==> src/rtl/difftest_commit_buf_pkg.sv <==
// Shared constants for the multi-lane difftest commit buffer.
//   TRAP_OPCODE      : major opcode of the simulation trap instruction
//   *_DEF            : default lane count / FIFO depth / register width
//   *_W              : entry field widths
//   entry_width()    : packed FIFO entry width for a given XLEN
//   is_trap()        : trap-opcode match on a 32-bit instruction
package difftest_commit_buf_pkg;

    localparam logic [6:0] TRAP_OPCODE = 7'h6b;

    localparam int NCOMMIT_DEF = 2;
    localparam int DEPTH_DEF   = 8;
    localparam int XLEN_DEF    = 64;

    localparam int INST_W  = 32;
    localparam int WNUM_W  = 5;
    localparam int WDEST_W = 8;
    localparam int CODE_W  = 8;

    // Entry layout, LSB first: pc, wdata, inst, wnum, we, trap.
    function automatic int entry_width(input int xlen);
        return 2 * xlen + INST_W + WNUM_W + 2;
    endfunction

    function automatic logic is_trap(input logic [INST_W-1:0] inst);
        return inst[6:0] == TRAP_OPCODE;
    endfunction

endpackage

==> src/rtl/difftest_commit_buf_if.sv <==
// Writeback-in / commit-out bundle of the difftest commit buffer.
//   wb_*       : per-lane retire group from writeback, lane 0 oldest
//   in_ready   : buffer can take a full NCOMMIT group this cycle
//   cmt_*      : per-lane head entries presented to difftest, oldest first
//   cmt_ready  : consumer takes every presented valid lane this cycle
// master = environment (writeback + difftest), slave = the buffer.
interface difftest_commit_buf_if
    import difftest_commit_buf_pkg::*;
#(
    parameter int NCOMMIT = NCOMMIT_DEF,
    parameter int XLEN    = XLEN_DEF
);
    logic [NCOMMIT-1:0]         wb_valid;
    logic [NCOMMIT*XLEN-1:0]    wb_pc;
    logic [NCOMMIT*INST_W-1:0]  wb_inst;
    logic [NCOMMIT-1:0]         wb_we;
    logic [NCOMMIT*WNUM_W-1:0]  wb_wnum;
    logic [NCOMMIT*XLEN-1:0]    wb_wdata;
    logic                       in_ready;

    logic                       cmt_ready;
    logic [NCOMMIT-1:0]         cmt_valid;
    logic [NCOMMIT*XLEN-1:0]    cmt_pc;
    logic [NCOMMIT*INST_W-1:0]  cmt_inst;
    logic [NCOMMIT-1:0]         cmt_wen;
    logic [NCOMMIT*WDEST_W-1:0] cmt_wdest;
    logic [NCOMMIT*XLEN-1:0]    cmt_wdata;

    modport master (
        output wb_valid, wb_pc, wb_inst, wb_we, wb_wnum, wb_wdata, cmt_ready,
        input  in_ready, cmt_valid, cmt_pc, cmt_inst, cmt_wen, cmt_wdest, cmt_wdata
    );

    modport slave (
        input  wb_valid, wb_pc, wb_inst, wb_we, wb_wnum, wb_wdata, cmt_ready,
        output in_ready, cmt_valid, cmt_pc, cmt_inst, cmt_wen, cmt_wdest, cmt_wdata
    );

endinterface

==> src/rtl/difftest_commit_fifo.sv <==
// Multi-port circular buffer: up to NPORT pushes and NPORT pops per cycle.
//   clk, rst_n : clock, synchronous active-low reset (pointers/count only)
//   push_n     : number of compacted entries in push_data[0..push_n-1]
//   push_data  : NPORT packed entries, slot 0 written at tail
//   pop_n      : entries retired from the head this cycle (<= count)
//   count      : current occupancy
//   head_data  : NPORT entries starting at head, read combinationally
// The caller guarantees push_n fits and pop_n <= count.
module difftest_commit_fifo #(
    parameter int WIDTH = 8,
    parameter int DEPTH = 8,
    parameter int NPORT = 2
) (
    input  logic                       clk,
    input  logic                       rst_n,
    input  logic [$clog2(DEPTH+1)-1:0] push_n,
    input  logic [NPORT*WIDTH-1:0]     push_data,
    input  logic [$clog2(DEPTH+1)-1:0] pop_n,
    output logic [$clog2(DEPTH+1)-1:0] count,
    output logic [NPORT*WIDTH-1:0]     head_data
);
    localparam int AW = $clog2(DEPTH);
    localparam int CW = $clog2(DEPTH+1);

    logic [WIDTH-1:0] mem [DEPTH];
    logic [AW-1:0]    head;
    logic [AW-1:0]    tail;

    // NOTE: storage has no reset; only head/tail/count define which slots
    // are live, so stale data is never presented as valid.
    always_ff @(posedge clk) begin
        for (int i = 0; i < NPORT; i++) begin
            if (CW'(i) < push_n) begin
                // Pointer arithmetic wraps modulo DEPTH (power of two).
                mem[tail + AW'(i)] <= push_data[i*WIDTH +: WIDTH];
            end
        end
    end

    // NOTE: sequential state uses non-blocking assignments so every
    // register samples pre-edge values regardless of process ordering.
    always_ff @(posedge clk) begin
        if (!rst_n) begin
            head  <= '0;
            tail  <= '0;
            count <= '0;
        end else begin
            head  <= head + AW'(pop_n);
            tail  <= tail + AW'(push_n);
            count <= count + push_n - pop_n;
        end
    end

    always_comb begin
        head_data = '0;
        for (int k = 0; k < NPORT; k++) begin
            head_data[k*WIDTH +: WIDTH] = mem[head + AW'(k)];
        end
    end

endmodule

==> src/rtl/difftest_commit_buf.sv <==
// Multi-lane difftest commit buffer.
//   clk, rst_n   : clock, synchronous active-low reset
//   bus (slave)  : writeback group in, commit lanes out (see interface)
//   a0_i         : architectural a0; low byte becomes the trap code
//   trap_valid   : trap instruction has committed (sticky)
//   trap_code    : a0[7:0] captured when the trap entry was accepted
//   trap_pc      : PC of the trap instruction
//   cycle_cnt    : cycles since reset, frozen once trap_valid is set
//   instr_cnt    : committed instructions, frozen once trap_valid is set
//   err_overflow : sticky; a valid writeback arrived while !in_ready
module difftest_commit_buf
    import difftest_commit_buf_pkg::*;
#(
    parameter int NCOMMIT = NCOMMIT_DEF,
    parameter int DEPTH   = DEPTH_DEF,
    parameter int XLEN    = XLEN_DEF
) (
    input  logic                  clk,
    input  logic                  rst_n,
    difftest_commit_buf_if.slave  bus,
    input  logic [XLEN-1:0]       a0_i,
    output logic                  trap_valid,
    output logic [CODE_W-1:0]     trap_code,
    output logic [XLEN-1:0]       trap_pc,
    output logic [63:0]           cycle_cnt,
    output logic [63:0]           instr_cnt,
    output logic                  err_overflow
);
    localparam int EW = entry_width(XLEN);
    localparam int CW = $clog2(DEPTH+1);

    localparam int PC_LSB    = 0;
    localparam int WDATA_LSB = XLEN;
    localparam int INST_LSB  = 2 * XLEN;
    localparam int WNUM_LSB  = INST_LSB + INST_W;
    localparam int WE_BIT    = WNUM_LSB + WNUM_W;
    localparam int TRAP_BIT  = WE_BIT + 1;

    localparam logic [CW-1:0] DEPTH_C = CW'(DEPTH);
    localparam logic [CW-1:0] NC_C    = CW'(NCOMMIT);

    logic [CW-1:0]         count;
    logic [CW-1:0]         grp_n;
    logic [CW-1:0]         push_n;
    logic [CW-1:0]         pop_n;
    logic [NCOMMIT*EW-1:0] push_data;
    logic [NCOMMIT*EW-1:0] head_data;
    logic                  grp_trap;
    logic                  trap_seen;
    logic [CODE_W-1:0]     pend_code;
    logic                  pop_trap;
    logic [XLEN-1:0]       pop_trap_pc;
    logic [EW-1:0]         in_ent;
    logic [EW-1:0]         out_ent;
    logic                  unused_a0_hi;

    assign unused_a0_hi = ^a0_i[XLEN-1:CODE_W];

    // Space is judged on the pre-pop count; a same-cycle pop frees nothing.
    assign bus.in_ready = (DEPTH_C - count >= NC_C) && !trap_seen;

    // Compact valid lanes to the low slots. The first trap lane closes the
    // group: later lanes are dropped silently (they never reach the FIFO).
    // NOTE: every always_comb output gets a default first so no path
    // through the loop leaves a variable unassigned (no inferred latch).
    always_comb begin
        push_data = '0;
        grp_n     = '0;
        grp_trap  = 1'b0;
        in_ent    = '0;
        for (int k = 0; k < NCOMMIT; k++) begin
            if (bus.wb_valid[k] && !grp_trap) begin
                in_ent = '0;
                in_ent[PC_LSB    +: XLEN]   = bus.wb_pc[k*XLEN +: XLEN];
                in_ent[WDATA_LSB +: XLEN]   = bus.wb_wdata[k*XLEN +: XLEN];
                in_ent[INST_LSB  +: INST_W] = bus.wb_inst[k*INST_W +: INST_W];
                in_ent[WNUM_LSB  +: WNUM_W] = bus.wb_wnum[k*WNUM_W +: WNUM_W];
                in_ent[WE_BIT]              = bus.wb_we[k];
                in_ent[TRAP_BIT]            = is_trap(bus.wb_inst[k*INST_W +: INST_W]);
                push_data[int'(grp_n)*EW +: EW] = in_ent;
                grp_n    = grp_n + 1'b1;
                grp_trap = in_ent[TRAP_BIT];
            end
        end
    end

    assign push_n = bus.in_ready ? grp_n : '0;
    assign pop_n  = !bus.cmt_ready ? '0 : ((count >= NC_C) ? NC_C : count);

    difftest_commit_fifo #(
        .WIDTH (EW),
        .DEPTH (DEPTH),
        .NPORT (NCOMMIT)
    ) u_fifo (
        .clk       (clk),
        .rst_n     (rst_n),
        .push_n    (push_n),
        .push_data (push_data),
        .pop_n     (pop_n),
        .count     (count),
        .head_data (head_data)
    );

    // Present head entries and spot the trap entry among those popping.
    always_comb begin
        bus.cmt_valid = '0;
        bus.cmt_pc    = '0;
        bus.cmt_inst  = '0;
        bus.cmt_wen   = '0;
        bus.cmt_wdest = '0;
        bus.cmt_wdata = '0;
        pop_trap      = 1'b0;
        pop_trap_pc   = '0;
        out_ent       = '0;
        for (int k = 0; k < NCOMMIT; k++) begin
            out_ent = head_data[k*EW +: EW];
            bus.cmt_valid[k]                   = count > CW'(k);
            bus.cmt_pc[k*XLEN +: XLEN]         = out_ent[PC_LSB +: XLEN];
            bus.cmt_wdata[k*XLEN +: XLEN]      = out_ent[WDATA_LSB +: XLEN];
            bus.cmt_inst[k*INST_W +: INST_W]   = out_ent[INST_LSB +: INST_W];
            bus.cmt_wen[k]                     = out_ent[WE_BIT];
            bus.cmt_wdest[k*WDEST_W +: WDEST_W] =
                {{(WDEST_W-WNUM_W){1'b0}}, out_ent[WNUM_LSB +: WNUM_W]};
            if (CW'(k) < pop_n && out_ent[TRAP_BIT]) begin
                pop_trap    = 1'b1;
                pop_trap_pc = out_ent[PC_LSB +: XLEN];
            end
        end
    end

    always_ff @(posedge clk) begin
        if (!rst_n) begin
            trap_seen    <= 1'b0;
            pend_code    <= '0;
            trap_valid   <= 1'b0;
            trap_code    <= '0;
            trap_pc      <= '0;
            cycle_cnt    <= '0;
            instr_cnt    <= '0;
            err_overflow <= 1'b0;
        end else begin
            // Only one trap can ever be accepted: trap_seen closes in_ready.
            if (bus.in_ready && grp_trap) begin
                trap_seen <= 1'b1;
                pend_code <= a0_i[CODE_W-1:0];
            end
            if ((|bus.wb_valid) && !bus.in_ready) begin
                err_overflow <= 1'b1;
            end
            // The pop carrying the trap is still counted, then all freeze.
            if (!trap_valid) begin
                cycle_cnt <= cycle_cnt + 64'd1;
                instr_cnt <= instr_cnt + 64'(pop_n);
                if (pop_trap) begin
                    trap_valid <= 1'b1;
                    trap_code  <= pend_code;
                    trap_pc    <= pop_trap_pc;
                end
            end
        end
    end

endmodule

==> src/flat_wrapper.sv <==
// flat-port wrapper written by rule: the top's interface ports become plain ports
module difftest_commit_buf_flat import difftest_commit_buf_pkg::*;
#(
    parameter int NCOMMIT = NCOMMIT_DEF,
    parameter int DEPTH   = DEPTH_DEF,
    parameter int XLEN    = XLEN_DEF
)
  (clk, rst_n, a0_i, trap_valid, trap_code, trap_pc, cycle_cnt, instr_cnt, err_overflow, bus_wb_valid, bus_wb_pc, bus_wb_inst, bus_wb_we, bus_wb_wnum, bus_wb_wdata, bus_cmt_ready, bus_in_ready, bus_cmt_valid, bus_cmt_pc, bus_cmt_inst, bus_cmt_wen, bus_cmt_wdest, bus_cmt_wdata);
  difftest_commit_buf_if #(.NCOMMIT(NCOMMIT), .XLEN(XLEN)) bus_i ();
  input  logic clk;
  input  logic rst_n;
  input  logic [XLEN-1:0] a0_i;
  output logic trap_valid;
  output logic [CODE_W-1:0] trap_code;
  output logic [XLEN-1:0] trap_pc;
  output logic [63:0] cycle_cnt;
  output logic [63:0] instr_cnt;
  output logic err_overflow;
  input wire logic [$bits(bus_i.wb_valid)-1:0] bus_wb_valid;
  input wire logic [$bits(bus_i.wb_pc)-1:0] bus_wb_pc;
  input wire logic [$bits(bus_i.wb_inst)-1:0] bus_wb_inst;
  input wire logic [$bits(bus_i.wb_we)-1:0] bus_wb_we;
  input wire logic [$bits(bus_i.wb_wnum)-1:0] bus_wb_wnum;
  input wire logic [$bits(bus_i.wb_wdata)-1:0] bus_wb_wdata;
  input wire logic [$bits(bus_i.cmt_ready)-1:0] bus_cmt_ready;
  output wire logic [$bits(bus_i.in_ready)-1:0] bus_in_ready;
  output wire logic [$bits(bus_i.cmt_valid)-1:0] bus_cmt_valid;
  output wire logic [$bits(bus_i.cmt_pc)-1:0] bus_cmt_pc;
  output wire logic [$bits(bus_i.cmt_inst)-1:0] bus_cmt_inst;
  output wire logic [$bits(bus_i.cmt_wen)-1:0] bus_cmt_wen;
  output wire logic [$bits(bus_i.cmt_wdest)-1:0] bus_cmt_wdest;
  output wire logic [$bits(bus_i.cmt_wdata)-1:0] bus_cmt_wdata;
  assign bus_i.wb_valid = bus_wb_valid;
  assign bus_i.wb_pc = bus_wb_pc;
  assign bus_i.wb_inst = bus_wb_inst;
  assign bus_i.wb_we = bus_wb_we;
  assign bus_i.wb_wnum = bus_wb_wnum;
  assign bus_i.wb_wdata = bus_wb_wdata;
  assign bus_i.cmt_ready = bus_cmt_ready;
  assign bus_in_ready = bus_i.in_ready;
  assign bus_cmt_valid = bus_i.cmt_valid;
  assign bus_cmt_pc = bus_i.cmt_pc;
  assign bus_cmt_inst = bus_i.cmt_inst;
  assign bus_cmt_wen = bus_i.cmt_wen;
  assign bus_cmt_wdest = bus_i.cmt_wdest;
  assign bus_cmt_wdata = bus_i.cmt_wdata;
  difftest_commit_buf #(.NCOMMIT(NCOMMIT), .DEPTH(DEPTH), .XLEN(XLEN)) u_core (.clk(clk), .rst_n(rst_n), .bus(bus_i), .a0_i(a0_i), .trap_valid(trap_valid), .trap_code(trap_code), .trap_pc(trap_pc), .cycle_cnt(cycle_cnt), .instr_cnt(instr_cnt), .err_overflow(err_overflow));
endmodule
==> config.mk <==
export PLATFORM = sky130hd
export DESIGN_NAME = difftest_commit_buf_flat
export DESIGN_NICKNAME = d
export VERILOG_FILES = /design/src/rtl/difftest_commit_buf_pkg.sv /design/src/rtl/difftest_commit_buf_if.sv /design/src/rtl/difftest_commit_fifo.sv /design/src/rtl/difftest_commit_buf.sv /design/src/flat_wrapper.sv
export SDC_FILE = /design/constraint.sdc
export NUM_CORES = 2
export LEC_CHECK = 0
export CELL_PAD_IN_SITES_DETAIL_PLACEMENT = 1
export CELL_PAD_IN_SITES_GLOBAL_PLACEMENT = 1
export CORE_ASPECT_RATIO = 0.75
export CORE_MARGIN = 4
export CORE_UTILIZATION = 49
export CTS_CLUSTER_DIAMETER = 150
export DETAILED_ROUTE_END_ITERATION = 10
export GPL_ROUTABILITY_DRIVEN = 1
export PLACE_DENSITY_LB_ADDON = 0.1
export SYNTH_ARGS = -nofsm -noshare
export SYNTH_HDL_FRONTEND = slang
export SYNTH_HIERARCHICAL = 1
export SYNTH_SLANG_ARGS = --single-unit
==> constraint.sdc <==
create_clock -name clk -period 20.3 [get_ports clk]
set_input_delay 2.03 -clock clk [delete_from_list [all_inputs] [get_ports clk]]
set_output_delay 2.03 -clock clk [all_outputs]
set_load 0.03 [all_outputs]
-- Yosys cells after proc, flatten, opt, wreduce, memory -nomap -nowiden
Memories as Yosys holds them, arrays and structs flattened. A register that Yosys moved wholly into a read port is not among the register bits.
Cells that the tools add are included.
- output and inout bits: 543
- register bits: 221
- memory bits (writable): 1336
- input bits: 401
- memories: 1
- logic and storage cells: 69
- memory list (memory ; words ; width ; read ports ; clocked after memory_dff ; wr ports ; line ; RTL):
    u_core.u_fifo.mem ; 8 ; 167 ; 2 ; 1 ; 2 ; difftest_commit_fifo.sv:25 ; logic [WIDTH-1:0] mem [DEPTH];
- muxes and demuxes: 21
- $lt $le $gt $ge: 8
- add/sub/neg operators: 11
- reductions and logical operators: 11
- shift operators: 2
- equality and inequality tests: 2
- bitwise operators: 1
- multipliers: 1
- operators with widths (kind ; number):
    $bwmux 334 ; 1
    $mux 334 ; 1
    $shift 167x33->334 const A ; 1
    $shiftx 167x33->334 ; 1
    $mux 167 ; 1
    $mux 64 ; 2
    $add 64x1->64 const B ; 1
    $add 64x4->64 ; 1
    $neg 32->33 ; 1
    $lt 1x4->1 const A ; 4
    $mux 4 ; 4
    $eq 7x7->1 const B ; 2
    $mul 4x8->12 const B ; 1
    $mux 1 ; 11
    $ge 4x2->1 const B ; 2
    $gt 4x1->1 const B ; 2
    $add 3x1->3 const B ; 2
    $add 3x3->3 ; 2
    $logic_and 1x1->1 ; 6
    $add 4x1->4 const B ; 1
    $add 4x4->4 ; 1
    $sub 4x4->4 ; 1
    $sub 4x4->4 const A ; 1
    $logic_not 1->1 ; 3
    4 further kinds ; 4

-- Longest topological paths before layout
- depth in word-level cells: 9
- gate-level depth with buffers: 13
- mapped depth without buffers: 13

-- Hierarchy
Netlist, hierarchy kept.
- modules (own cells, without submodules) (module ; seq. area each (um^2) ; cells an instance ; area an instance (um^2) ; times used):
    difftest_commit_fifo ; 40318.7 ; 4090 ; 76440.8 ; 1
    difftest_commit_buf ; 4224.1 ; 1556 ; 12474.5 ; 1

-- Least setup slack after synthesis
No wires, ideal clock.
- path kind: input-to-reg
- start point: input bus_wb_inst[2]
- end point: memory u_core/u_fifo/mem[0][0] (netlist name) (enable)
- data arrival time: 15.451 ns
- required time: 19.363 ns
- setup time: 0.937 ns
- slack: 3.912 ns
- stages on the path: 8
- buffers on the path: 0
- cells stage by stage: nor4bb_1 -> nand4_1 -> and2_1 -> ha_1 -> and2_1 -> inv_1 -> a21o_1 -> o31ai_1
- RTL lines (what ; line ; RTL):
    start, declared ; flat_wrapper.sv:21 ; input wire logic [$bits(bus_i.wb_inst)-1:0] bus_wb_inst;
    end, declared ; difftest_commit_fifo.sv:25 ;

==> qor.yml <==
die-height_um: 377
synthCells: 5646
slowest_stage: "buf_4"
maxCapViolCount: 0
htree_levels: 4
max_slew_margin: 0.176
gp_congestion: 0.814
drtAntennaViolNets: 0
first_pass_iters: 5
syn_avg_cell_area_um2: 15.7
port-buffer-count: 881
synthesis.area_um2: 88900
max_stage_delay_ns: 0.93
leakagePower_uw: 0.0350
drt_iter0_drc: 5493
grt_pass1_vias: 62800
ios: 944
async_flop_share: 0
critical_path_arrival_ns: 7.66
cp_cell_sequence: "buf_4 -> buf_4 -> buf_4 -> buf_4 -> buf_12 -> mux4_2 -> mux2_2 -> clkdlybuf4s50_1"
synth_cell_type_count: 68
route.detailed.drc: 0
vias_per_cell: 6.61
clk_pin_slew_ns: 0.06
final_area_um2: 105000
power.switching_uw: 7540
core_um2: 181000
wire_per_inst_um: 34.0
intPower_uw: 10700
dpl.hpwl_mm: 178
period_minus_slack_ns: 9.69
cts_buffers: 167
fin_worst_hold_slack_ns: 0.463
hold_viol: 0
fmax_ghz: 0.103
cp_common_cell: "buf_4"
p_seq_frac: 0.306
die_area_um2: 188000
die_w_um: 500
skew_ns: 0.0335
cts_tree: "yes"
crit_type: "flop to output port"
hold_path_class: "flop to flop"
drive_gt1_frac: 0.337
status: "completed"
ys.warnings.count: 6
yosysTopAreaCell: "edfxtp_1"
cp-end-kind: "output port"
setup_tns_ns: 0
synth_common_cells: "1336 x edfxtp_1, 1125 x mux2_2, 668 x mux4_2"
worstSkewPairLatency_ns: 0.81
ys_seq_area_frac: 0.501
antenna_found_initial: 33
sw_frac_of_total: 0.413
placed_area_um2: 99800
rsz0062_at_grt: "no"
synthFlopType: "edfxtp_1"
cts_buffer_depth: 3
fillers: 16500
tightestPinTransition_ns: 1.22
grt_pass1_wl_mm: 441
yosysMostFrequentCell: "edfxtp_1"
synth_edf_count: 1336
crit_required_ns: 18.27
cts_resized: 0
synth_top_area_frac: 0.451
slew_viol_final: 0
pwr-share-comb: 0.528
cts_sinks: 1557
root_buffer: "clkbuf_16"
vdd.ir_drop.worst_v: 0.000215
wirelength_mm: 303
holdBufCountCts: 0
powerDensity_nw_per_um2: 174
grt_overflow: 0
total_power_uw: 18300
ys_ff_latch: 1557
yosys-top-cells-area: "edfxtp_1 45%, mux4_2 17%, mux2_2 14%, mux2_1 6.9%, dfxtp_1 5.0%"
rows: 135
nets: 6775
postCtsSetupRepairBufs: 0
period_share: 0.477
startpoint_type: "flop"
grt_max_degree: 140
vias: 58900
start_util: 0.492
grt_usage: 0.316
p_clk_frac: 0.166
area_growth_pct: 18.3
setup_viol: 0
crit_fanout: 124
-- critical path, delay by kind of cell (launching register included) --
kind                   cells  cell delay (ns)
buffers and inverters      6             4.69
muxes                      2             0.95
DFF                        1             0.86
-- cell type report --
cell class / count / area, um^2 / share of cell area
Sequential cell: 1557 / 44600 / 0.424
Multi-Input combinational cell: 3614 / 42400 / 0.403
Timing Repair Buffer: 982 / 9730 / 0.0925
Clock buffer: 219 / 4660 / 0.0443
Tap cell: 2397 / 3000 / 0.0285
Clock inverter: 93 / 671 / 0.00638
Inverter: 28 / 108 / 0.00102
Antenna cell: 25 / 62.6 / 0.000595
-- layer usage --
metal  vias up  GRT usage  wire length [um]
li1      24600          -                 -
met1     31400      0.421            121000
met2      2436      0.509            146000
met3       517     0.0627             22100
met4        18      0.129             12800
met5         -          0               115
-- logic make-up (layout without fill, tap and decap cells) --
logic type | Yosys count | after routing | synth area share
multiplexers | 2345 | 2345 | 0.381
flip-flops | 1557 | 1557 | 0.501
AND/OR/NAND/NOR | 683 | 683 | 0.0435
buffers and inverters | 494 | 1322 | 0.0252
AO/OA/AOI/OAI | 477 | 477 | 0.0384
XOR/XNOR | 65 | 65 | 0.00657
adder cells (fa/ha/maj) | 24 | 24 | 0.00388
other | 1 | 45 | 0.0000422
-- stage by stage --
stage	instances	util	worst slack, ns
global route	8907	0.582	10.08
CTS	8890	0.582	10.49
global placement	8578	0.553	11.48
finish	8915	0.583	10.61
detailed placement	8578	0.553	11.32
floorplan	5665	-	3.91
-- layout by cell type, fill, tap and decap left out, types with 12 or more instances in the layout --
master | netlist | final
ha_1 | 18 | 17
nor2_1 | 145 | 145
a221oi_1 | 64 | 64
or4_1 | 30 | 30
clkinv_2 | 0 | 36
clkbuf_1 | 186 | 34
buf_4 | 24 | 90
inv_1 | 27 | 26
dfxtp_1 | 221 | 218
clkinv_1 | 0 | 35
or3_1 | 35 | 35
nand2_1 | 88 | 88
o21ai_0 | 113 | 111
mux4_2 | 668 | 668
mux2_2 | 1125 | 1125
buf_12 | 0 | 12
nand3_1 | 54 | 52
diode_2 | 0 | 25
conb_1 | 1 | 20
a21oi_1 | 77 | 77
nand4_1 | 55 | 55
a22o_1 | 163 | 163
clkdlybuf4s50_1 | 0 | 879
mux2_1 | 545 | 545
edfxtp_1 | 1336 | 1336
xor2_1 | 40 | 39
and2_1 | 185 | 185
xnor2_1 | 23 | 23
clkbuf_16 | 0 | 176
and4_1 | 14 | 14
o31ai_1 | 30 | 28
-- final timing paths --
check                           slack, ns                        startpoint  depth (start not counted)                                to
worst max-delay path                10.61  u_core/u_fifo/head[0]$_SDFF_PN0_                          8                 bus_cmt_wdata[15]
worst min register to register       0.46  u_core/trap_code[1]$_SDFFE_PN0P_                          2  u_core/trap_code[1]$_SDFFE_PN0P_
worst max register to register      13.51  u_core/u_fifo/head[0]$_SDFF_PN0_                          9   u_core/trap_pc[54]$_SDFFE_PN0P_
worst min-delay path                 0.46  u_core/trap_code[1]$_SDFFE_PN0P_                          2  u_core/trap_code[1]$_SDFFE_PN0P_
-- registers in the layout, summed over array words and instances, names as in the netlist --
name / cells
u_core/instr_cnt: 64
u_core/u_fifo/head: 3
u_core/err_overflow: 1
u_core/trap_valid: 1
u_core/pend_code: 8
u_core/trap_seen: 1
u_core/u_fifo/mem: 1336
u_core/cycle_cnt: 64
u_core/trap_code: 8
u_core/u_fifo/count: 4
u_core/trap_pc: 64
u_core/u_fifo/tail: 3
-- power groups by stage --
stage,logic (uW),registers (uW),clock network [uW]
after floorplan,5840,6010,0
after global placement,9540,5520,0
after detailed placement,9610,5630,0
after CTS,9670,5570,3090
after global routing,9990,5690,3230
final,9630,5590,3040
Power figures use the tool's default switching activity.
